===== src/rtl/i2c_pkg.sv =====
// ---------------------------------------------------------------------------
// i2c_pkg: shared state encoding and bus constants for the I2C slave memory.
// Rev 1.0
// ---------------------------------------------------------------------------
`default_nettype none

package i2c_pkg;

  typedef enum logic [3:0] {
    S_IDLE       = 4'd0,
    S_ADDR       = 4'd1,
    S_ADDR_ACK   = 4'd2,
    S_PTR        = 4'd3,
    S_PTR_ACK    = 4'd4,
    S_WDATA      = 4'd5,
    S_WDATA_ACK  = 4'd6,
    S_RDATA      = 4'd7,
    S_RDATA_MACK = 4'd8,
    S_IGNORE     = 4'd9
  } i2c_slv_state_t;

  localparam logic I2C_ACK  = 1'b0;
  localparam logic I2C_NACK = 1'b1;
  localparam logic I2C_WR   = 1'b0;
  localparam logic I2C_RD   = 1'b1;

  function automatic int ptr_width(input int depth);
    return (depth > 1) ? $clog2(depth) : 1;
  endfunction

endpackage

`default_nettype wire


===== src/rtl/i2c_bus_filter.sv =====
// ---------------------------------------------------------------------------
// i2c_bus_filter: 2-FF sync, run-length glitch filter and SCL/SDA event detect.
// Rev 1.0
// ---------------------------------------------------------------------------
`default_nettype none

module i2c_bus_filter #(
  parameter int FILTER_LEN = 3
) (
  input  logic clk,
  input  logic rst_n,
  input  logic scl_i,
  input  logic sda_i,
  output logic scl_rise,
  output logic scl_fall,
  output logic start_det,
  output logic stop_det,
  output logic sda_f
);

  localparam logic [2:0] RUN_MAX = 3'(FILTER_LEN - 1);

  // Bit 0 carries SCL, bit 1 carries SDA throughout.
  logic [1:0]      sync1_q, sync2_q, filt_q, filt_d, prev_q;
  logic [1:0][2:0] cnt_q, cnt_d;
  logic            rise_q, rise_d, fall_q, fall_d;
  logic            start_q, start_d, stop_q, stop_d, sda_f_q;

  always_comb begin
    filt_d = filt_q;
    cnt_d  = '0;
    for (int i = 0; i < 2; i++) begin
      if (sync2_q[i] != filt_q[i]) begin
        if (cnt_q[i] == RUN_MAX) begin
          filt_d[i] = sync2_q[i];
        end else begin
          cnt_d[i] = cnt_q[i] + 3'd1;
        end
      end
    end
    rise_d  = filt_q[0] & ~prev_q[0];
    fall_d  = ~filt_q[0] & prev_q[0];
    start_d = prev_q[1] & ~filt_q[1] & filt_q[0] & prev_q[0];
    stop_d  = ~prev_q[1] & filt_q[1] & filt_q[0] & prev_q[0];
  end

  always_ff @(posedge clk or negedge rst_n) begin
    if (!rst_n) begin
      sync1_q <= 2'b11;
      sync2_q <= 2'b11;
      filt_q  <= 2'b11;
      prev_q  <= 2'b11;
      cnt_q   <= '0;
      rise_q  <= 1'b0;
      fall_q  <= 1'b0;
      start_q <= 1'b0;
      stop_q  <= 1'b0;
      sda_f_q <= 1'b1;
    end else begin
      sync1_q <= {sda_i, scl_i};
      sync2_q <= sync1_q;
      filt_q  <= filt_d;
      prev_q  <= filt_q;
      cnt_q   <= cnt_d;
      rise_q  <= rise_d;
      fall_q  <= fall_d;
      start_q <= start_d;
      stop_q  <= stop_d;
      sda_f_q <= filt_q[1];
    end
  end

  assign scl_rise  = rise_q;
  assign scl_fall  = fall_q;
  assign start_det = start_q;
  assign stop_det  = stop_q;
  assign sda_f     = sda_f_q;

endmodule

`default_nettype wire


===== src/rtl/i2c_slave_memory_p.sv =====
// ---------------------------------------------------------------------------
// i2c_slave_memory_p: system-clocked I2C slave register file with auto-increment.
// Rev 1.0
// ---------------------------------------------------------------------------
`default_nettype none

module i2c_slave_memory_p
  import i2c_pkg::*;
#(
  parameter logic [6:0] SLAVE_ADDR = 7'h0B,
  parameter int         MEM_DEPTH  = 16,
  parameter int         FILTER_LEN = 3,
  parameter logic [7:0] INIT_VAL   = 8'h00
) (
  input  logic                            CLK,
  input  logic                            RESETn,
  input  logic                            s_scl_i,
  input  logic                            s_sda_i,
  output logic                            s_sda_o,
  output logic                            s_sda_o_en,
  output logic                            busy,
  output logic                            wr_pulse,
  output logic [ptr_width(MEM_DEPTH)-1:0] wr_addr,
  output logic [7:0]                      wr_data
);

  localparam int PW = ptr_width(MEM_DEPTH);

  logic scl_rise, scl_fall, start_det, stop_det, sda_f;

  i2c_bus_filter #(
    .FILTER_LEN (FILTER_LEN)
  ) u_filter (
    .clk       (CLK),
    .rst_n     (RESETn),
    .scl_i     (s_scl_i),
    .sda_i     (s_sda_i),
    .scl_rise  (scl_rise),
    .scl_fall  (scl_fall),
    .start_det (start_det),
    .stop_det  (stop_det),
    .sda_f     (sda_f)
  );

  i2c_slv_state_t state_q, state_d;
  logic [3:0]     bit_cnt_q, bit_cnt_d;
  logic [7:0]     shift_q, shift_d;
  logic [PW-1:0]  ptr_q, ptr_d;
  logic           sda_en_q, sda_en_d;
  logic           busy_q, busy_d;
  logic           wr_pulse_q, wr_pulse_d;
  logic [PW-1:0]  wr_addr_q, wr_addr_d;
  logic [7:0]     wr_data_q, wr_data_d;
  logic           mem_we;
  logic [7:0]     rx_byte;
  logic [7:0]     mem_q [MEM_DEPTH];

  assign rx_byte = {shift_q[6:0], sda_f};

  always_ff @(posedge CLK or negedge RESETn) begin
    if (!RESETn) begin
      state_q    <= S_IDLE;
      bit_cnt_q  <= '0;
      shift_q    <= '0;
      ptr_q      <= '0;
      sda_en_q   <= 1'b0;
      busy_q     <= 1'b0;
      wr_pulse_q <= 1'b0;
      wr_addr_q  <= '0;
      wr_data_q  <= '0;
    end else begin
      state_q    <= state_d;
      bit_cnt_q  <= bit_cnt_d;
      shift_q    <= shift_d;
      ptr_q      <= ptr_d;
      sda_en_q   <= sda_en_d;
      busy_q     <= busy_d;
      wr_pulse_q <= wr_pulse_d;
      wr_addr_q  <= wr_addr_d;
      wr_data_q  <= wr_data_d;
    end
  end

  always_ff @(posedge CLK or negedge RESETn) begin
    if (!RESETn) begin
      for (int i = 0; i < MEM_DEPTH; i++) begin
        mem_q[i] <= INIT_VAL;
      end
    end else if (mem_we) begin
      mem_q[ptr_q] <= rx_byte;
    end
  end

  always_comb begin
    state_d    = state_q;
    bit_cnt_d  = bit_cnt_q;
    shift_d    = shift_q;
    ptr_d      = ptr_q;
    sda_en_d   = sda_en_q;
    busy_d     = busy_q;
    wr_pulse_d = 1'b0;
    wr_addr_d  = wr_addr_q;
    wr_data_d  = wr_data_q;
    mem_we     = 1'b0;

    // Bus conditions take priority over any bit event in the same cycle.
    if (start_det) begin
      state_d   = S_ADDR;
      bit_cnt_d = '0;
      busy_d    = 1'b1;
      sda_en_d  = 1'b0;
    end else if (stop_det) begin
      state_d  = S_IDLE;
      busy_d   = 1'b0;
      sda_en_d = 1'b0;
    end else begin
      case (state_q)
        S_ADDR, S_PTR, S_WDATA: begin
          if (scl_rise && (bit_cnt_q < 4'd8)) begin
            shift_d   = rx_byte;
            bit_cnt_d = bit_cnt_q + 4'd1;
            if ((state_q == S_WDATA) && (bit_cnt_q == 4'd7)) begin
              mem_we     = 1'b1;
              wr_pulse_d = 1'b1;
              wr_addr_d  = ptr_q;
              wr_data_d  = rx_byte;
            end
          end else if (scl_fall && (bit_cnt_q == 4'd8)) begin
            if (state_q == S_ADDR) begin
              if (shift_q[7:1] == SLAVE_ADDR) begin
                state_d  = S_ADDR_ACK;
                sda_en_d = 1'b1;
              end else begin
                state_d = S_IGNORE;
              end
            end else if (state_q == S_PTR) begin
              if (int'(shift_q) < MEM_DEPTH) begin
                ptr_d    = shift_q[PW-1:0];
                state_d  = S_PTR_ACK;
                sda_en_d = 1'b1;
              end else begin
                state_d = S_IGNORE;
              end
            end else begin
              state_d  = S_WDATA_ACK;
              sda_en_d = 1'b1;
            end
          end
        end
        S_ADDR_ACK: begin
          if (scl_fall) begin
            if (shift_q[0] == I2C_RD) begin
              state_d   = S_RDATA;
              shift_d   = mem_q[ptr_q];
              sda_en_d  = ~mem_q[ptr_q][7];
              bit_cnt_d = 4'd1;
            end else begin
              state_d   = S_PTR;
              sda_en_d  = 1'b0;
              bit_cnt_d = '0;
            end
          end
        end
        S_PTR_ACK, S_WDATA_ACK: begin
          if (scl_fall) begin
            state_d   = S_WDATA;
            sda_en_d  = 1'b0;
            bit_cnt_d = '0;
            if (state_q == S_WDATA_ACK) begin
              ptr_d = ptr_q + PW'(1);
            end
          end
        end
        // bit_cnt counts bits already placed on the bus; 0 means reload.
        S_RDATA: begin
          if (scl_fall) begin
            if (bit_cnt_q == 4'd0) begin
              shift_d   = mem_q[ptr_q];
              sda_en_d  = ~mem_q[ptr_q][7];
              bit_cnt_d = 4'd1;
            end else if (bit_cnt_q == 4'd8) begin
              state_d  = S_RDATA_MACK;
              sda_en_d = 1'b0;
            end else begin
              shift_d   = {shift_q[6:0], 1'b0};
              sda_en_d  = ~shift_q[6];
              bit_cnt_d = bit_cnt_q + 4'd1;
            end
          end
        end
        // The pointer advances past every byte handed to the master.
        S_RDATA_MACK: begin
          if (scl_rise) begin
            ptr_d = ptr_q + PW'(1);
            if (sda_f == I2C_NACK) begin
              state_d = S_IGNORE;
            end else begin
              state_d   = S_RDATA;
              bit_cnt_d = '0;
            end
          end
        end
        default: ;
      endcase
    end
  end

  always_comb begin
    s_sda_o    = 1'b0;
    s_sda_o_en = sda_en_q;
    busy       = busy_q;
    wr_pulse   = wr_pulse_q;
    wr_addr    = wr_addr_q;
    wr_data    = wr_data_q;
  end

endmodule

`default_nettype wire

===== config.mk =====
export PLATFORM = sky130hd
export DESIGN_NAME = i2c_slave_memory_p
export DESIGN_NICKNAME = d
export VERILOG_FILES = /design/src/rtl/i2c_pkg.sv /design/src/rtl/i2c_bus_filter.sv /design/src/rtl/i2c_slave_memory_p.sv
export SDC_FILE = /design/constraint.sdc
export NUM_CORES = 1
export LEC_CHECK = 0
export CAP_MARGIN = 15
export CORE_MARGIN = 2
export CORE_UTILIZATION = 40
export CTS_CLUSTER_SIZE = 25
export DETAILED_ROUTE_END_ITERATION = 6
export PLACE_DENSITY_LB_ADDON = 0.1
export SLEW_MARGIN = 20
export SYNTH_ARGS = -nofsm -noshare
export SYNTH_HDL_FRONTEND = slang
export SYNTH_SLANG_ARGS = --single-unit

===== constraint.sdc =====
create_clock -name CLK -period 3.08 [get_ports CLK]
set_clock_uncertainty 0.2 [all_clocks]
set_input_delay 0.462 -clock CLK [delete_from_list [all_inputs] [get_ports CLK]]
set_output_delay 0.462 -clock CLK [all_outputs]
set_load 0.05 [all_outputs]

Word-level counts from Yosys, hierarchy flattened

Cells that the tools add are included.

Output and inout bits: 16
Logic and storage cells: 208
Input bits: 4
Register bits after elaboration: 182

Mux-type cells: 77
Equal/unequal tests: 46
Bitwise logic cells: 17
Reductions and logical operators: 22
Magnitude comparators: 4
Add/sub/neg operators: 4

Operators with widths:

| operator                                            | number |
|---|---|
| two-way mux 4 bit                                   | 33 |
| bitwise mux 128 bit                                 | 1 |
| two-way mux 8 bit                                   | 9 |
| one-hot mux 4 bit (5 select lines)                  | 2 |
| binary-select mux 8 bit (select 4 bit)              | 1 |
| demux 8 bit (select 4 bit)                          | 1 |
| one-hot mux 8 bit (3 select lines)                  | 1 |
| two-way mux 1 bit                                   | 22 |
| equality test 4 x 3 -> 1 bit, second input constant | 5 |
| AND reduction 9 bit                                 | 2 |
| != test 2 bit, second input constant                | 8 |
| != test 4 x 1 -> 1 bit, second input constant       | 4 |
| != test 4 x 2 -> 1 bit, second input constant       | 4 |
| AND reduction 8 bit                                 | 2 |
| two-way mux 3 bit                                   | 5 |
| != test 3 x 1 -> 1 bit, second input constant       | 4 |
| one-hot mux 4 bit (3 select lines)                  | 1 |
| nonzero test 6 bit                                  | 2 |
| AND reduction 11 bit                                | 1 |
| != test 2 x 1 -> 1 bit, second input constant       | 5 |
| adder 4 x 1 -> 4 bit, second input constant         | 2 |
| AND 1 bit                                           | 8 |
| equality test 4 x 2 -> 1 bit, second input constant | 2 |
| equality test 4 bit, second input constant          | 2 |
| other kinds (27)                                    | 43 |

Longest topological paths before layout

Depth in word-level cells: 10
Gate-level depth with buffers: 8
Depth with buffers taken out: 7

Cells and area by module

A second synthesis with hierarchy kept.

Cells, all modules: 647
Area, all modules: 8587.0 um^2

Modules (own cells, without submodules):

| module             | sequential area each (um^2) | instances | cells an instance | area each (um^2) |
|---|---|---|---|---|
| i2c_slave_memory_p | 4078.9                      | 1         | 602               | 7925.1 |
| i2c_bus_filter     | 460.4                       | 1         | 45                | 661.9 |

Worst setup path before layout

No wires, ideal clock.

Path type: flip-flop to flip-flop
Start point: register ptr_q[1]
End point: register shift_q[2]
Slack: 0.879 ns
Data required time: 2.755 ns
Cell stages (with the launch flop): 8
Arrival time: 1.876 ns
Cell sequence: dfrtp_1 buf_2 clkbuf_1 mux4_2 a22oi_1 nand2_1 a22o_1 mux2_4

Cells in the longest elaborated chain, start to end: 7

Ends and longest elaborated chain:

| what                                                   | line                                                 | RTL |
|---|---|---|
| start: declaration                                     | i2c_slave_memory_p.sv:48                             | `logic [PW-1:0] ptr_q, ptr_d;` |
| start signal: assignment                               | i2c_slave_memory_p.sv:75                             | `ptr_q <= ptr_d;` |
| inverter 4 -> 5 bit (not written as such) *            | i2c_slave_memory_p.sv:154, i2c_slave_memory_p.sv:178 |  |
| binary-select mux 8 bit (select 4 bit) *               | i2c_slave_memory_p.sv:154, i2c_slave_memory_p.sv:178 |  |
| two-way mux 8 bit (not written as such) * (2 in a row) | i2c_slave_memory_p.sv:154, i2c_slave_memory_p.sv:178 |  |
| two-way mux 8 bit (on tied branches)                   | i2c_slave_memory_p.sv:177, i2c_slave_memory_p.sv:152 |  |
| two-way mux 8 bit (on tied branches)                   | i2c_slave_memory_p.sv:176, i2c_slave_memory_p.sv:151 |  |
| one-hot mux 8 bit (3 select lines) *                   | i2c_slave_memory_p.sv:117                            | `case (state_q)` |
| end signal: assignment                                 | i2c_slave_memory_p.sv:74                             | `shift_q <= shift_d;` |
| end: declaration                                       | i2c_slave_memory_p.sv:47                             | `logic [7:0] shift_q, shift_d;` |

Mark *: on every way between the ends. The rest lies on a longest branch, timed or not. The select of a mux whose other input is x is not followed.
A chain may end at the register's enable or synchronous reset.

Final worst setup path

Start point: register ptr_q[0]
End point: register shift_q[1]

The elaborated chain is that of the path after synthesis.

==> impl_metrics.csv <==
group,metric,value,unit
finish,layout-drive-gt1-share,38.96,%
worst_setup_path,worst-setup-path-type,"reg -> reg",
logic_synthesis,synthesis.area,8750,sq um
die,dieArea,23070,sq um
clock_tree,htreeDepth,4,
logic_synthesis,synth-simple-area-share,6.978,%
logic_synthesis,syn_inst,639,
logic_synthesis,ys_warn_count,0,
route,totalWireLength,20350,um
sta,worst_slack,0.3843,ns
die,io_pins,20,
place,pre_cts_slack,0.3461,ns
finish,synthToLayoutAreaGrowth,13.48,%
sta,relSlewSlack,43.60,%
place,placedCellCount,922,
sta,finalHoldViolCount,0,
route,vias,5384,
grt,grt_pass1_wl,33310,um
route,routed_via_density,5.638,
logic_synthesis,ys.flop_type,"dfrtp_1",
route,ant_nets,0,
worst_setup_path,crit_path_start_kind,"flip-flop",
logic_synthesis,yosys.cell_types.count,72,
logic_synthesis,synth_edf_count,0,
clock_tree,post_cts.repair.setup_buffers,0,
logic_synthesis,yosys.area_share.adder,0.8580,%
clock_tree,numCtsBuffers,17,
route,route.detailed.drc,0,
clock_tree,cts.clk_slew.worst_paths,0.08,ns
grt,grt.total_usage,18.52,%
grt,grt_overflow,0,
finish,final_util,45.93,%
place,portBuffers,18,
finish,final_cell_mix,"dfrtp_1, mux2_2, buf_4",
route,wl_per_cell,21.30,um
finish,antennaDiodeCount,0,
clock_tree,cts_tree,"yes",
logic_synthesis,ys_seq_area_share,51.88,%
clock_tree,clock_latency,0.43,ns
die,core.rowCount,54,
sta,setup_viol,0,
min_path,hold_class,"reg -> reg",
finish,fin_cells,955,
logic_synthesis,muxShareOfSynthArea,28.07,%
logic_synthesis,ys_seq_elements,181,
worst_setup_path,endpoint_kind,"flip-flop",
pwr,p_leak,4.734,nW
place,dp_hpwl,13520,um
logic_synthesis,async_flop_share,100.0,%
grt,antenna_found_initial,0,
logic_synthesis,synth-compound-area-share,7.522,%
worst_setup_path,cp_max_fo,16,
finish,final_common_cell,"dfrtp_1",
die,core-area,21620,sq um
logic_synthesis,syn_avg_cell_area,13.69,sq um
sta,fmax,0.3710,GHz
route,dr.pass1.iters,4,
die,die_w,151.9,um
worst_setup_path,cp_data_required_time,3.20,ns
logic_synthesis,synth_fp_nets,649,
route,drt_iter0_markers,374,
grt,grt_pass1_vias,5739,
pwr,power_density,782.6,nW/um^2
job,cap_violations,0,
sta,whs,0.1574,ns
clock_tree,clock_sinks,181,
sta,period_share,87.52,%
sta,tightest_slew,0.8460,ns
pwr,irDropWorstVdd,393.8,uV
sta,setup_tns,0,ns
sta,post-route-min-period,2.696,ns
clock_tree,clock_path_buffers,2,
worst_setup_path,cp.arrival,2.82,ns
sta,report.final.slew_viol_count,0,
grt,grt_max_degree,72,
place,place_congestion,0.8917,
logic_synthesis,synth_top_family_by_area,"multiplexers",
finish,nets,672,
sta,rsz0062_at_grt,"false",
die,start_util,40.47,%
logic_synthesis,synth_xor_area_share,0.5005,%
clock_tree,cts_root_buf,"clkbuf_16",
die,chipHeight,151.9,um
run_status,status,"finished, final reports clean",
## cell type report
class / count / area (sq um)
flip-flops and latches: 181 / 4541
multi-input cells: 388 / 3847
inverters: 14 / 52.55
clock buffers: 18 / 439.2
fillers: 1937 / 11690
clock inverters: 14 / 162.7
repair buffers: 60 / 536.8
well taps: 280 / 350.3
## cells in the mapped netlist (all sizes together) (2+ instances only)
cell type	count	area share [%]
a211o	3	0.30
a211oi	3	0.31
a21o	3	0.26
a21oi	12	0.69
a22o	6	0.60
a22oi	18	1.6
a311oi	2	0.20
a32o	2	0.23
and2	4	0.31
and2b	3	0.27
and3	18	1.3
buf	38	2.8
clkbuf	18	0.77
dfrtp	173	49
dfstp	8	2.4
ha	6	0.86
inv	14	0.60
mux2	149	19
mux4	32	8.6
nand2	23	1.0
nand2b	5	0.36
nand3	8	0.46
nor2	15	0.64
nor2b	10	0.72
nor3	5	0.41
nor3b	4	0.34
o2111ai	3	0.30
o211ai	2	0.17
o21a	3	0.26
o21ai	15	0.86
o22ai	2	0.14
o2bb2ai	2	0.20
o31ai	3	0.26
or2	2	0.14
xnor2	3	0.30
xor2	2	0.20
## through the flow
stage / power, mW / area [sq um]
2_1_floorplan: 4.803 / 8750
3_3_place_gp: 5.578 / 9318
3_5_place_dp: 5.612 / 9318
4_1_cts: 7.839 / 9930
5_1_grt: 8.238 / 9930
6_report: 7.771 / 9930
## per-layer routing
| metal | track usage [%] | share of wire, % | up-vias |
|---|---|---|---|
| met1 | 25.29 | 46 | 2831 |
| met4 | 6.142 | 2.1 | 0 |
| met2 | 29.99 | 49 | 116 |
| met3 | 3.480 | 3.2 | 36 |
| li1 | - | - | 2401 |
| met5 | 0 | 0 | - |
## path summary, 6_finish.rpt
check | cells past startpoint | slack (ns) | endpoint | start
hold / removal | 0 | 0.16 | u_filter.sync2_q[1]$_DFF_PN1_ | u_filter.sync1_q[1]$_DFF_PN1_
hold reg to reg | 0 | 0.16 | u_filter.sync2_q[1]$_DFF_PN1_ | u_filter.sync1_q[1]$_DFF_PN1_
min in group asynchronous | 2 | 0.35 | state_q[3]$_DFFE_PN0P_ | RESETn
max in group asynchronous | 3 | 1.51 | ptr_q[0]$_DFFE_PN0P_ | RESETn
setup reg to reg | 6 | 0.38 | shift_q[1]$_DFFE_PN0P_ | ptr_q[0]$_DFFE_PN0P_
setup / recovery | 6 | 0.38 | shift_q[1]$_DFFE_PN0P_ | ptr_q[0]$_DFFE_PN0P_
## flip-flops by register name, summed over array words and instances (netlist names)
register / cells
bit_cnt_q: 4
busy: 1
mem_q: 128
ptr_q: 4
s_sda_o_en: 1
shift_q: 8
state_q: 4
u_filter.cnt_q: 6
u_filter.filt_q: 2
u_filter.prev_q: 2
u_filter.scl_fall: 1
u_filter.scl_rise: 1
u_filter.start_det: 1
u_filter.stop_det: 1
u_filter.sync1_q: 2
u_filter.sync2_q: 2
wr_addr: 4
wr_data: 8
wr_pulse: 1
## what timing repair did
item,CTS,global route
hold buffers,1,0
endpoints found under the setup margin,0,0
gates resized for setup,0,0
hold endpoints to repair,50,0
## cell families after synthesis
| group | count (synthesis) |
|---|---|
| muxes | 182 |
| xor gates and xnor gates | 5 |
| adders and majority gates | 6 |
| other | 1 |
| AOI/OAI and AO/OA | 88 |
| buffers and inverters | 70 |
| and+or+nand+nor | 106 |
| DFF | 181 |
## report_power, final
group	switching (mW)	internal, mW
sequential	0.430	2.61
clock	1.02	1.18
combinational	1.49	1.04
## worst max-delay path, cell delays in order, from the launching register on
cell	delay, ns
dfrtp_2	0.67
buf_4	0.42
mux4_2	0.56
a22oi_1	0.19
nand2_1	0.07
a22o_1	0.21
mux2_2	0.26
(Power assumes the default switching activity.)
